<file path="src/rtl/stack_sequencer.sv">
// ---------------------------------------------------------------------------
// stack_sequencer
//
// Sits between the decode control unit and the ID/EX register. It expands
// CALL, RET, RTI and external interrupts into short sequences of stack
// micro-op control words (PUSH_PC, PUSH_FLAGS, POP_PC, POP_FLAGS). Every
// other instruction passes through with one cycle of latency. While a
// sequence runs, or while an interrupt is waiting to be taken, the fetch
// and decode stages are held.
//
// Ports
//   clk          rising-edge clock
//   rst_n        synchronous active-low reset
//   ctrl_in      decoded control word from the control unit
//   valid_in     ctrl_in holds a real instruction
//   int_req      external interrupt request (level)
//   stall_in     downstream hazard/memory stall, freezes the block
//   ctrl_out     registered control word to ID/EX
//   valid_out    ctrl_out is a real slot
//   stall_fetch  upstream must hold PC, IF/ID and ctrl_in (combinational)
//   int_ack      one-cycle pulse when an interrupt is taken
//   int_vec_sel  PC source = interrupt vector, aligned with the final
//                branch word of the interrupt sequence
// ---------------------------------------------------------------------------

// Run-time consistency checks on the sequencer outputs.
module stack_sequencer_checker #(
    parameter int                CTRL_W        = 34,
    parameter logic [CTRL_W-1:0] WORD_BRANCH   = '0,
    parameter logic [CTRL_W-1:0] WORD_INT_PUSH = '0,
    parameter logic [CTRL_W-1:0] STACK_MASK    = '0
) (
    input logic              clk,
    input logic              rst_n,
    input logic [CTRL_W-1:0] ctrl_out,
    input logic              valid_out,
    input logic              stall_fetch,
    input logic              int_ack,
    input logic              int_vec_sel
);

    // Check that the vector select, the acknowledge and stack micro-op bits
    // only ever appear on the slots that are allowed to carry them.
    always @(posedge clk) begin
        if (rst_n) begin
            if (int_vec_sel) begin
                assert (valid_out && (ctrl_out == WORD_BRANCH));
            end
            if (int_ack) begin
                assert (valid_out && stall_fetch && (ctrl_out == WORD_INT_PUSH));
            end
            if ((ctrl_out & STACK_MASK) != '0) begin
                assert (valid_out);
            end
        end
    end

endmodule

module stack_sequencer #(
    parameter int CTRL_W = 34,
    parameter bit INT_EN = 1'b1
) (
    input  logic              clk,
    input  logic              rst_n,
    input  logic [CTRL_W-1:0] ctrl_in,
    input  logic              valid_in,
    input  logic              int_req,
    input  logic              stall_in,
    output logic [CTRL_W-1:0] ctrl_out,
    output logic              valid_out,
    output logic              stall_fetch,
    output logic              int_ack,
    output logic              int_vec_sel
);

    // Control word bit positions, shared with the decoder.
    localparam int B_BRANCH     = 0;
    localparam int B_MEMWRITE   = 1;
    localparam int B_MEMREAD    = 2;
    localparam int B_RTI        = 4;
    localparam int B_RET        = 5;
    localparam int B_CALL       = 6;
    localparam int B_PUSH_PC    = 30;
    localparam int B_PUSH_FLAGS = 31;
    localparam int B_POP_PC     = 32;
    localparam int B_POP_FLAGS  = 33;

    // One-hot control word with a single bit set.
    function automatic logic [CTRL_W-1:0] onehot(input int idx);
        logic [CTRL_W-1:0] w;
        w      = '0;
        w[idx] = 1'b1;
        return w;
    endfunction

    // Micro-op words emitted by the sequences.
    localparam logic [CTRL_W-1:0] W_PUSH_PC    = onehot(B_PUSH_PC)    | onehot(B_MEMWRITE);
    localparam logic [CTRL_W-1:0] W_PUSH_FLAGS = onehot(B_PUSH_FLAGS) | onehot(B_MEMWRITE);
    localparam logic [CTRL_W-1:0] W_POP_PC     = onehot(B_POP_PC)     | onehot(B_MEMREAD);
    localparam logic [CTRL_W-1:0] W_POP_FLAGS  = onehot(B_POP_FLAGS)  | onehot(B_MEMREAD);
    localparam logic [CTRL_W-1:0] W_BRANCH     = onehot(B_BRANCH);
    localparam logic [CTRL_W-1:0] W_RTI_FIN    = onehot(B_RTI)  | onehot(B_BRANCH);
    localparam logic [CTRL_W-1:0] W_RET_FIN    = onehot(B_RET)  | onehot(B_BRANCH);
    localparam logic [CTRL_W-1:0] W_CALL_FIN   = onehot(B_CALL) | onehot(B_BRANCH);

    // Stack micro-op bits are owned by this block; the decoder never drives
    // them, so they are scrubbed from pass-through words.
    localparam logic [CTRL_W-1:0] STACK_MASK = onehot(B_PUSH_PC) | onehot(B_PUSH_FLAGS) |
                                               onehot(B_POP_PC)  | onehot(B_POP_FLAGS);

    typedef enum logic [2:0] {
        ST_IDLE     = 3'd0,
        ST_INT_PF   = 3'd1,
        ST_INT_FIN  = 3'd2,
        ST_RTI_PC   = 3'd3,
        ST_RTI_FIN  = 3'd4,
        ST_RET_FIN  = 3'd5,
        ST_CALL_FIN = 3'd6
    } state_t;

    state_t            state_r;
    logic              int_pending_r;
    logic [CTRL_W-1:0] ctrl_out_r;
    logic              valid_out_r;
    logic              int_ack_r;
    logic              int_vec_sel_r;
    logic              int_req_s;

    assign int_req_s   = int_req && INT_EN;
    assign ctrl_out    = ctrl_out_r;
    assign valid_out   = valid_out_r;
    assign int_ack     = int_ack_r;
    assign int_vec_sel = int_vec_sel_r;

    // Fetch is held while a sequence runs and while an interrupt waits in
    // IDLE; that waiting cycle is part of the interrupt's fetch stall.
    always_comb begin
        if ((state_r != ST_IDLE) || int_pending_r) begin
            stall_fetch = 1'b1;
        end else begin
            stall_fetch = 1'b0;
        end
    end

    // Sequencer FSM, interrupt latch and registered output slot.
    always_ff @(posedge clk) begin
        if (!rst_n) begin
            state_r       <= ST_IDLE;
            int_pending_r <= 1'b0;
            ctrl_out_r    <= '0;
            valid_out_r   <= 1'b0;
            int_ack_r     <= 1'b0;
            int_vec_sel_r <= 1'b0;
        end else begin
            // The request latches even while frozen by stall_in; the clear
            // below (when the interrupt is taken) overrides it.
            if (int_req_s) begin
                int_pending_r <= 1'b1;
            end

            if (stall_in) begin
                // Frozen: slot, state and vector select hold; the ack pulse
                // must not be stretched.
                int_ack_r <= 1'b0;
            end else begin
                int_ack_r     <= 1'b0;
                int_vec_sel_r <= 1'b0;
                case (state_r)
                    ST_IDLE: begin
                        if (int_pending_r) begin
                            // Interrupt wins over ctrl_in, which stays unconsumed
                            // because stall_fetch is already high this cycle.
                            ctrl_out_r    <= W_PUSH_PC;
                            valid_out_r   <= 1'b1;
                            int_ack_r     <= 1'b1;
                            int_pending_r <= 1'b0;
                            state_r       <= ST_INT_PF;
                        end else if (!valid_in) begin
                            ctrl_out_r  <= '0;
                            valid_out_r <= 1'b0;
                        end else if (ctrl_in[B_RTI]) begin
                            ctrl_out_r  <= W_POP_FLAGS;
                            valid_out_r <= 1'b1;
                            state_r     <= ST_RTI_PC;
                        end else if (ctrl_in[B_RET]) begin
                            ctrl_out_r  <= W_POP_PC;
                            valid_out_r <= 1'b1;
                            state_r     <= ST_RET_FIN;
                        end else if (ctrl_in[B_CALL]) begin
                            ctrl_out_r  <= W_PUSH_PC;
                            valid_out_r <= 1'b1;
                            state_r     <= ST_CALL_FIN;
                        end else begin
                            ctrl_out_r  <= ctrl_in & ~STACK_MASK;
                            valid_out_r <= 1'b1;
                        end
                    end
                    ST_INT_PF: begin
                        ctrl_out_r  <= W_PUSH_FLAGS;
                        valid_out_r <= 1'b1;
                        state_r     <= ST_INT_FIN;
                    end
                    ST_INT_FIN: begin
                        ctrl_out_r    <= W_BRANCH;
                        valid_out_r   <= 1'b1;
                        int_vec_sel_r <= 1'b1;
                        state_r       <= ST_IDLE;
                    end
                    ST_RTI_PC: begin
                        ctrl_out_r  <= W_POP_PC;
                        valid_out_r <= 1'b1;
                        state_r     <= ST_RTI_FIN;
                    end
                    ST_RTI_FIN: begin
                        ctrl_out_r  <= W_RTI_FIN;
                        valid_out_r <= 1'b1;
                        state_r     <= ST_IDLE;
                    end
                    ST_RET_FIN: begin
                        ctrl_out_r  <= W_RET_FIN;
                        valid_out_r <= 1'b1;
                        state_r     <= ST_IDLE;
                    end
                    ST_CALL_FIN: begin
                        ctrl_out_r  <= W_CALL_FIN;
                        valid_out_r <= 1'b1;
                        state_r     <= ST_IDLE;
                    end
                    default: begin
                        // Unreachable encoding: recover to a bubble in IDLE.
                        ctrl_out_r  <= '0;
                        valid_out_r <= 1'b0;
                        state_r     <= ST_IDLE;
                    end
                endcase
            end
        end
    end

    stack_sequencer_checker #(
        .CTRL_W       (CTRL_W),
        .WORD_BRANCH  (W_BRANCH),
        .WORD_INT_PUSH(W_PUSH_PC),
        .STACK_MASK   (STACK_MASK)
    ) u_checker (
        .clk        (clk),
        .rst_n      (rst_n),
        .ctrl_out   (ctrl_out),
        .valid_out  (valid_out),
        .stall_fetch(stall_fetch),
        .int_ack    (int_ack),
        .int_vec_sel(int_vec_sel)
    );

endmodule

</file>
<file path="config.mk">
export PLATFORM = sky130hd
export DESIGN_NAME = stack_sequencer
export DESIGN_NICKNAME = d
export VERILOG_FILES = /design/src/rtl/stack_sequencer.sv
export SDC_FILE = /design/constraint.sdc
export NUM_CORES = 1
export LEC_CHECK = 0
export CAP_MARGIN = 20
export CORE_ASPECT_RATIO = 1.5
export CORE_MARGIN = 2
export CORE_UTILIZATION = 39
export CTS_CLUSTER_DIAMETER = 60
export DETAILED_ROUTE_END_ITERATION = 12
export GPL_TIMING_DRIVEN = 0
export PLACE_DENSITY_LB_ADDON = 0.05
export REMOVE_ABC_BUFFERS = 1
export SLEW_MARGIN = 20
export SYNTH_ARGS = -nofsm -noshare
export SYNTH_HDL_FRONTEND = slang
export SYNTH_HIERARCHICAL = 1
export SYNTH_SLANG_ARGS = --single-unit
</file>
<file path="constraint.sdc">
create_clock -name clk -period 1.37 [get_ports clk]
set_input_delay 0.274 -clock clk [delete_from_list [all_inputs] [get_ports clk]]
set_output_delay 0.274 -clock clk [all_outputs]
set_load 0.01 [all_outputs]
</file>
# Yosys cells after proc, flatten, opt, wreduce, memory -nomap -nowiden
# Index checks and enable logic that the tools add are counted.
# word_totals
ff_bits	41
in_bits	39
output_inout_bits	38
# op_classes
eq_ne	8
mux	22
bitwise	3
n_reduce_logical	6
# op_table
cell	n
case mux 34 bit (7 select lines)	1
two-way mux 34 bit	3
two-way mux 33 bit	1
two-way mux 31 bit	1
two-way mux 3 bit	5
== test 3 bit, second input constant	3
two-way mux 1 bit	9
case mux 3 bit (3 select lines)	1
== test 3 x 2 -> 1 bit, second input constant	2
OR reduction 6 bit	1
inequality test 5 bit, second input constant	1
== test 3 x 1 -> 1 bit, second input constant	1
logical NOT 3 bit	1
inequality test 3 bit, second input constant	1
inverter 1 bit	3
AND reduction 3 bit	1
nonzero test 3 bit	1
OR reduction 3 bit	1
case mux 1 bit (2 select lines)	1
logical OR 1 bit	1

# Longest topological paths before layout
# Gate-level depths: netlist of the first run.
# logic_depth
depth_word	6
depth_mapped	5
depth_no_buf	4

# Worst setup path before layout of the first run
# OpenSTA, ideal clock, no wires.
# synth_path
kind	reg-to-reg
start	register state_r[2]
end	register state_r[2]
arrival_ps	1218
t_required_ps	1247
slack_ps	28
stages_incl_launch_ff	4
n_path_buf	0
period_less_slack_ps	1342
path_cell_list	dfxtp_1 nor4_4 o22a_1 mux2_1
# synth_between
elab_chain_len	3
# synth_rtl
item	line_no	text
start: declaration	122	state_t state_r;
start signal: assignment	149	state_r <= ST_IDLE;
start signal: assignment	178	state_r <= ST_INT_PF;
start signal: assignment	185	state_r <= ST_RTI_PC;
logical NOT 3 bit	169	case (state_r)
inequality test 5 bit (no source line) or inequality test 3 bit (tied branches)	--	
AND reduction 3 bit (no source line)	--	
# Parallel ways exist; a longest one is shown, timed or not.
# A chain may end at the register's enable or synchronous reset.

# Worst setup path after layout of the first run
# layout_path
start	register int_pending_r
end	output port stall_fetch
# layout_between
elab_chain_len	2
# layout_rtl
item	line_no	text
start: declaration	123	logic int_pending_r;
start signal: assignment	150	int_pending_r <= 1'b0;
start signal: assignment	159	int_pending_r <= 1'b1;
start signal: assignment	177	int_pending_r <= 1'b0;
logical OR 1 bit	139	if ((state_r != ST_IDLE) || int_pending_r) begin
two-way mux 1 bit	139	
end: declaration	72	output logic stall_fetch,
# Every way passes these cells.

==> results.yml, run 1 <==
synth:
  ys_types: 38
  synth_top_family_by_area: "simple AND/OR/NAND/NOR gates"
  synth_top_area_cell: "dfxtp_1"
  synthSimpleGateAreaFrac: 0.2982
  synthCells: 207
  synth.area.top_cells: "dfxtp_1 43%, o21ai_2 9.3%, nand3b_1 8.3%"
  synth_seq_cells: 41
  synth-async-reset-ratio: 0
  synthAdderAreaFrac: 0
  synth-xor-area-share: 0
  ys_warn_count: 6
  syn_area_per_cell_um2: 9.121
  synth-compound-area-share: 0.1988
  ys_seq_area_frac: 0.4347
  ys.flop_type: "dfxtp_1"
  synth_mux_area_frac: 0.005964
  yosysTopAreaCellShare: 0.4347
  synth_enable_flop_cells: 0
  synth_area_um2: 1888
grt:
  antenna_found_initial: 0
  grt_overflow: 0
  grt_pass1_vias: 1519
  grt_max_degree: 46
  grt_pass1_wl_um: 7327
  grt_usage: 0.1795
clock_network:
  clock_latency_ps: 290
  cts_sinks: 41
  cts_root_buf: "clkbuf_8"
  cts_htree_levels: 2
  clk_pin_slew_ps: 80
  cts_buffers: 5
  cts_hold_buf: 0
  cts_tree: "built"
  clk_path_buf_depth: 2
critical_path:
  crit_path_end_kind: "primary output"
  reg2reg_depth: 4
  r2r-end: "state_r[2]$_SDFFE_PN0P_"
  crit_arrival_ps: 1190
  crit_fanout: 2
  r2r-start: "int_pending_r$_SDFF_PN0_"
  reg2reg_slack_ps: -80
  critical_path_class: "reg -> out"
  cp.required_ps: 1100
  worst_setup_path_start_kind: "flop"
layout:
  drive_above_1_share: 0.2300
  antenna_cells: 0
  area_growth_pct: 54.67
  n_fill_cell: 464
  postLayoutCoreUtil: 0.6171
  fin_area_um2: 2920
  nNetsFinal: 325
power_and_ir_drop:
  p_sw_mw: 0.7562
  peakVddDrop_mv: 0.5456
  power.density_nw_per_um2: 1005
  pwr-share-clk: 0.345
  p_comb_frac: 0.221
  swShare: 0.2577
  leakage_nw: 1.265
  p_seq_frac: 0.434
  internal-power_mw: 2.178
placed_design:
  port_buffers: 72
  place.detailed.hpwl_um: 2875
  dpl_cell_area_um2: 2615
  gp_congestion: 0.7873
floorplan:
  die_w_um: 60.81
  dieArea_um2: 5425
  core_um2: 4732
  initial_utilization: 0.3990
  rows: 31
  die_h_um: 89.22
  io_pins: 77
job:
  cap_violations: 0
timing:
  fmax_mhz: 681.8
  post-route-period-util: 1.071
  report.final.slew_viol_count: 0
  min_period_ps: 1467
  max_slew_margin: 0.6964
  finalSetupTns_ps: -174.1
  finalWorstSetupSlack_ps: -96.81
  skew_ps: 10.61
  rsz0062_at_grt: "true"
  hold_viol: 0
  worstMarginPinSlew_ps: 454.9
  finalSetupViolations: 2
worst_hold_path:
  whs_path_depth: 3
  hold_path_class: "in -> reg"
  min_from: "rst_n"
  worstHoldEndpoint: "ctrl_out[14]$_SDFFE_PN0N_"
outcome:
  outcome: "finished with violations"
  violations: "negative setup slack"
drt:
  via_per_inst: 5.102
  first_pass_iters: 4
  drtAntennaViolNets: 0
  drt_iter0_markers: 126
  routed_wl_um: 4883
  num_vias: 1801
  wl_per_cell_um: 13.83
  remaining_drc_errors: 0
placed cells by master, fill, tap and decap left out, types with 4 or more instances in the layout:
cell,synthesis,layout
dfxtp_1,41,37
a21oi_1,12,12
nand3b_1,21,21
nand2_1,8,7
nand3_1,25,25
dlygate4sd2_1,0,40
clkbuf_8,0,6
dfxtp_4,0,4
a211oi_1,4,4
o21ai_2,20,22
nor2_1,7,7
clkdlybuf4s50_1,0,28
buf_4,2,15
kinds of logic (layout without fill, tap and decap cells):
family,Yosys count,count (layout)
compound gates,53,53
buf+inv,24,102
flops,41,41
mux,1,1
simple gates,88,90
registers in the layout, indices dropped and copies added (netlist names):
name           flops
ctrl_out          34
int_ack            1
int_pending_r      1
int_vec_sel        1
state_r            3
valid_out          1
per-stage QoR:
step	total power, mW	cells	setup WS [ps]	hold WS, ps
after floorplan	1.515	186	-318.1	404.3
after global placement	1.781	324	-1926	454.4
after detailed placement	1.788	326	-1086	452.3
after CTS	2.904	348	-94.63	338.0
after global routing	3.058	353	-137.3	347.0
final	2.934	353	-96.81	342.9
final cells by class:
cell class | count | area [µm²] | area share
Timing Repair Buffer | 91 | 843.3 | 0.2888
Clock inverter | 1 | 30.03 | 0.01028
Inverter | 3 | 11.26 | 0.003856
Tap cell | 66 | 82.58 | 0.02828
Sequential cell | 41 | 835.8 | 0.2862
Multi-Input combinational cell | 144 | 1031 | 0.3530
Clock buffer | 7 | 86.33 | 0.02956
critical path: stages (launching register included):
cell and delay (ps):
dfxtp_4 360, nor4_4 310, inv_1 90, buf_2 150
cell usage after synthesis, drive strengths merged (4+ instances only):
library cell,n
dfxtp,41
a21oi,12
a211oi,4
nand3b,22
nor2,7
nand2,9
nand3,25
buf,9
o21ai,28
clkbuf,12
routing by layer:
layer  track usage  up-vias  share of wire
li1              -      908              -
met1        0.2196      829           0.43
met2        0.2962       54           0.49
met3       0.04052       10          0.054
met4       0.07905        0          0.022
met5             0        -              0
power groups by stage:
stage          clock network [mW]  logic [mW]  registers (mW)
2_1_floorplan                   0       0.187            1.33
3_3_place_gp                    0       0.451            1.33
3_5_place_dp                    0       0.458            1.33
4_1_cts                      1.03       0.596            1.28
5_1_grt                      1.08       0.696            1.28
6_report                     1.01       0.648            1.27
worst max-delay path by stage:
stage,from,endpoint,slack [ps],cells past startpoint
floorplan,state_r[2]$_SDFFE_PN0P_,ctrl_out[3]$_SDFFE_PN0N_,-320,3
global placement,rst_n,state_r[1]$_SDFFE_PN0P_,-1930,3
detailed placement,valid_in,ctrl_out[8]$_SDFFE_PN0N_,-1090,4
CTS,int_pending_r$_SDFF_PN0_,stall_fetch,-90,3
global route,int_pending_r$_SDFF_PN0_,stall_fetch,-140,3
finish,int_pending_r$_SDFF_PN0_,stall_fetch,-100,3
timing repair:
| action | in CTS | in global routing |
|---|---|---|
| setup buffers | 14 | 5 |
| gates resized for setup | 60 | 15 |
| endpoints found under the setup margin | 70 | 23 |
| gates cloned | 2 | 0 |
| pin swaps | 7 | 10 |
Power figures use the tool's default switching activity.
==> run 2, diff against run 1 <==
--- a/config.mk
+++ b/config.mk
@@ -9,6 +9,7 @@
 export CORE_ASPECT_RATIO = 1.5
 export CORE_MARGIN = 2
 export CORE_UTILIZATION = 39
+export CTS_BUF_LIST = sky130_fd_sc_hd__clkbuf_16
 export CTS_CLUSTER_DIAMETER = 60
 export DETAILED_ROUTE_END_ITERATION = 12
 export GPL_TIMING_DRIVEN = 0
@@ -19,3 +20,4 @@
 export SYNTH_HDL_FRONTEND = slang
 export SYNTH_HIERARCHICAL = 1
 export SYNTH_SLANG_ARGS = --single-unit
+export TNS_END_PERCENT = 20
==> run 2 against run 1 <==
Compared with the run above:
- critical path depth is 1 higher
- the run still ends with negative setup slack left
- global-route usage is 0.058 points lower
- cell area is 0.30% higher
==> results.yml, run 2 (synthesis results as in run 1) <==
power_and_ir_drop:
  peakVddDrop_mv: 0.6503
  leakage_nw: 1.259
  total_power_mw: 3.154
  power.density_nw_per_um2: 1077
job:
  cap_violations: 0
floorplan:
  initial_utilization: 0.3990
  die_w_um: 60.81
  rows: 31
  die_h_um: 89.22
  core_um2: 4732
  dieArea_um2: 5425
  io_pins: 77
clock_network:
  cts_sinks: 41
  clock_latency_ps: 280
  clk_path_buf_depth: 2
  cts_root_buf: "clkbuf_16"
  cts_tree: "built"
  clk_pin_slew_ps: 60
  cts_buffers: 5
  cts_hold_buf: 0
  cts_htree_levels: 2
layout:
  mostFrequentLayoutCell: "dlygate4sd2_1"
  area_growth_pct: 55.14
  fin_area_um2: 2929
  nNetsFinal: 322
  regArea_um2: 835.8
  largest_reg_flops: 34
  multi_input_comb_area_um2: 1003
  n_fill_cell: 456
  mostFrequentLayoutCells: "40 x dlygate4sd2_1, 37 x dfxtp_1, 28 x clkdlybuf4s50_1"
  postLayoutCoreUtil: 0.6190
  stdcell_count: 350
  drive_above_1_share: 0.2113
  antenna_cells: 0
worst_hold_path:
  whs_path_depth: 3
  min_from: "rst_n"
  hold_path_class: "in -> reg"
  worstHoldEndpoint: "ctrl_out[14]$_SDFFE_PN0N_"
timing:
  rsz0062_at_grt: "true"
  hold_viol: 0
  min_period_ps: 1459
  max_slew_margin: 0.6796
  hold-worst-slack_ps: 357.5
  finalWorstSetupSlack_ps: -89.20
  skew_ps: 6.492
  report.final.slew_viol_count: 0
  worstMarginPinSlew_ps: 480.0
  finalSetupTns_ps: -242.6
  fmax_mhz: 685.3
  post-route-period-util: 1.065
  finalSetupViolations: 4
critical_path:
  crit_path_end_kind: "flop"
  reg2reg_depth: 4
  reg2reg_slack_ps: -90
  crit_arrival_ps: 1630
  cp.required_ps: 1540
  r2r-start: "state_r[1]$_SDFFE_PN0P_"
  crit_start: "state_r[1]$_SDFFE_PN0P_"
  crit_fanout: 5
  worst_setup_path_start_kind: "flop"
  critical_path_class: "reg -> reg"
  r2r-end: "state_r[2]$_SDFFE_PN0P_"
drt:
  via_per_inst: 5.109
  first_pass_iters: 4
  drtAntennaViolNets: 0
  num_vias: 1788
  drt_iter0_markers: 148
  remaining_drc_errors: 0
  routed_wl_um: 4777
  wl_per_cell_um: 13.65
grt:
  met3_usage: 0.05210
  grt_pass1_wl_um: 7217
  busiest_layer: "met2"
  grt_max_degree: 46
  antenna_found_initial: 0
  gr-usage-met1: 0.2188
  grtUsageMet2: 0.2972
  grt_pass1_vias: 1466
  grt_usage: 0.1789
  grt_overflow: 0
placed_design:
  place.detailed.hpwl_um: 2875
  pre_cts_slack_ps: -1086
  dpl_cell_area_um2: 2615
  port_buffers: 72
  placed_cells: 326
  gp_congestion: 0.7873
outcome:
  violations: "negative setup slack"
  outcome: "finished with violations"
==> run 2: report_power, final <==
part / switching, mW / internal [mW]
Clock: 0.442 / 0.846
Combinational: 0.275 / 0.310
Sequential: 0.0434 / 1.24
Total: 0.761 / 2.39
==> run 2: metal layers <==
metal | part of all wire | wire length [µm]
met2 | 0.50 | 2405
met3 | 0.057 | 270
met1 | 0.43 | 2047
met4 | 0.011 | 54
met5 | 0 | 0
==> run 2: layout make-up <==
type,instances,share of cell area
sequential,41,0.2853
timing repair buffer,89,0.2845
inverter,3,0.003845
clock buffer,5,0.04272
clock inverter,3,0.01282
tap,66,0.02819
multi-input combinational,143,0.3426
==> run 2: worst max path at each step <==
stage	end	slack [ps]	cells past startpoint
floorplan	ctrl_out[3]$_SDFFE_PN0N_	-320	3
global placement	state_r[1]$_SDFFE_PN0P_	-1930	3
detailed placement	ctrl_out[8]$_SDFFE_PN0N_	-1090	4
CTS	stall_fetch	-80	3
global route	state_r[0]$_SDFFE_PN0P_	-130	6
finish	state_r[2]$_SDFFE_PN0P_	-90	4
==> run 2: repair_timing <==
item | in CTS | in global routing
endpoints found under the hold margin | 0 | 0
cloned | 1 | 0
buffers inserted | 10 | 5
setup endpoints to repair | 70 | 33
gates resized for setup | 61 | 4
pin swaps | 5 | 23
==> run 2: critical path: stages, from the launching register on <==
cell and delay [ps]:
dfxtp_4 360, nor4_4 310, buf_6 180, o22a_1 200, mux2_4 300
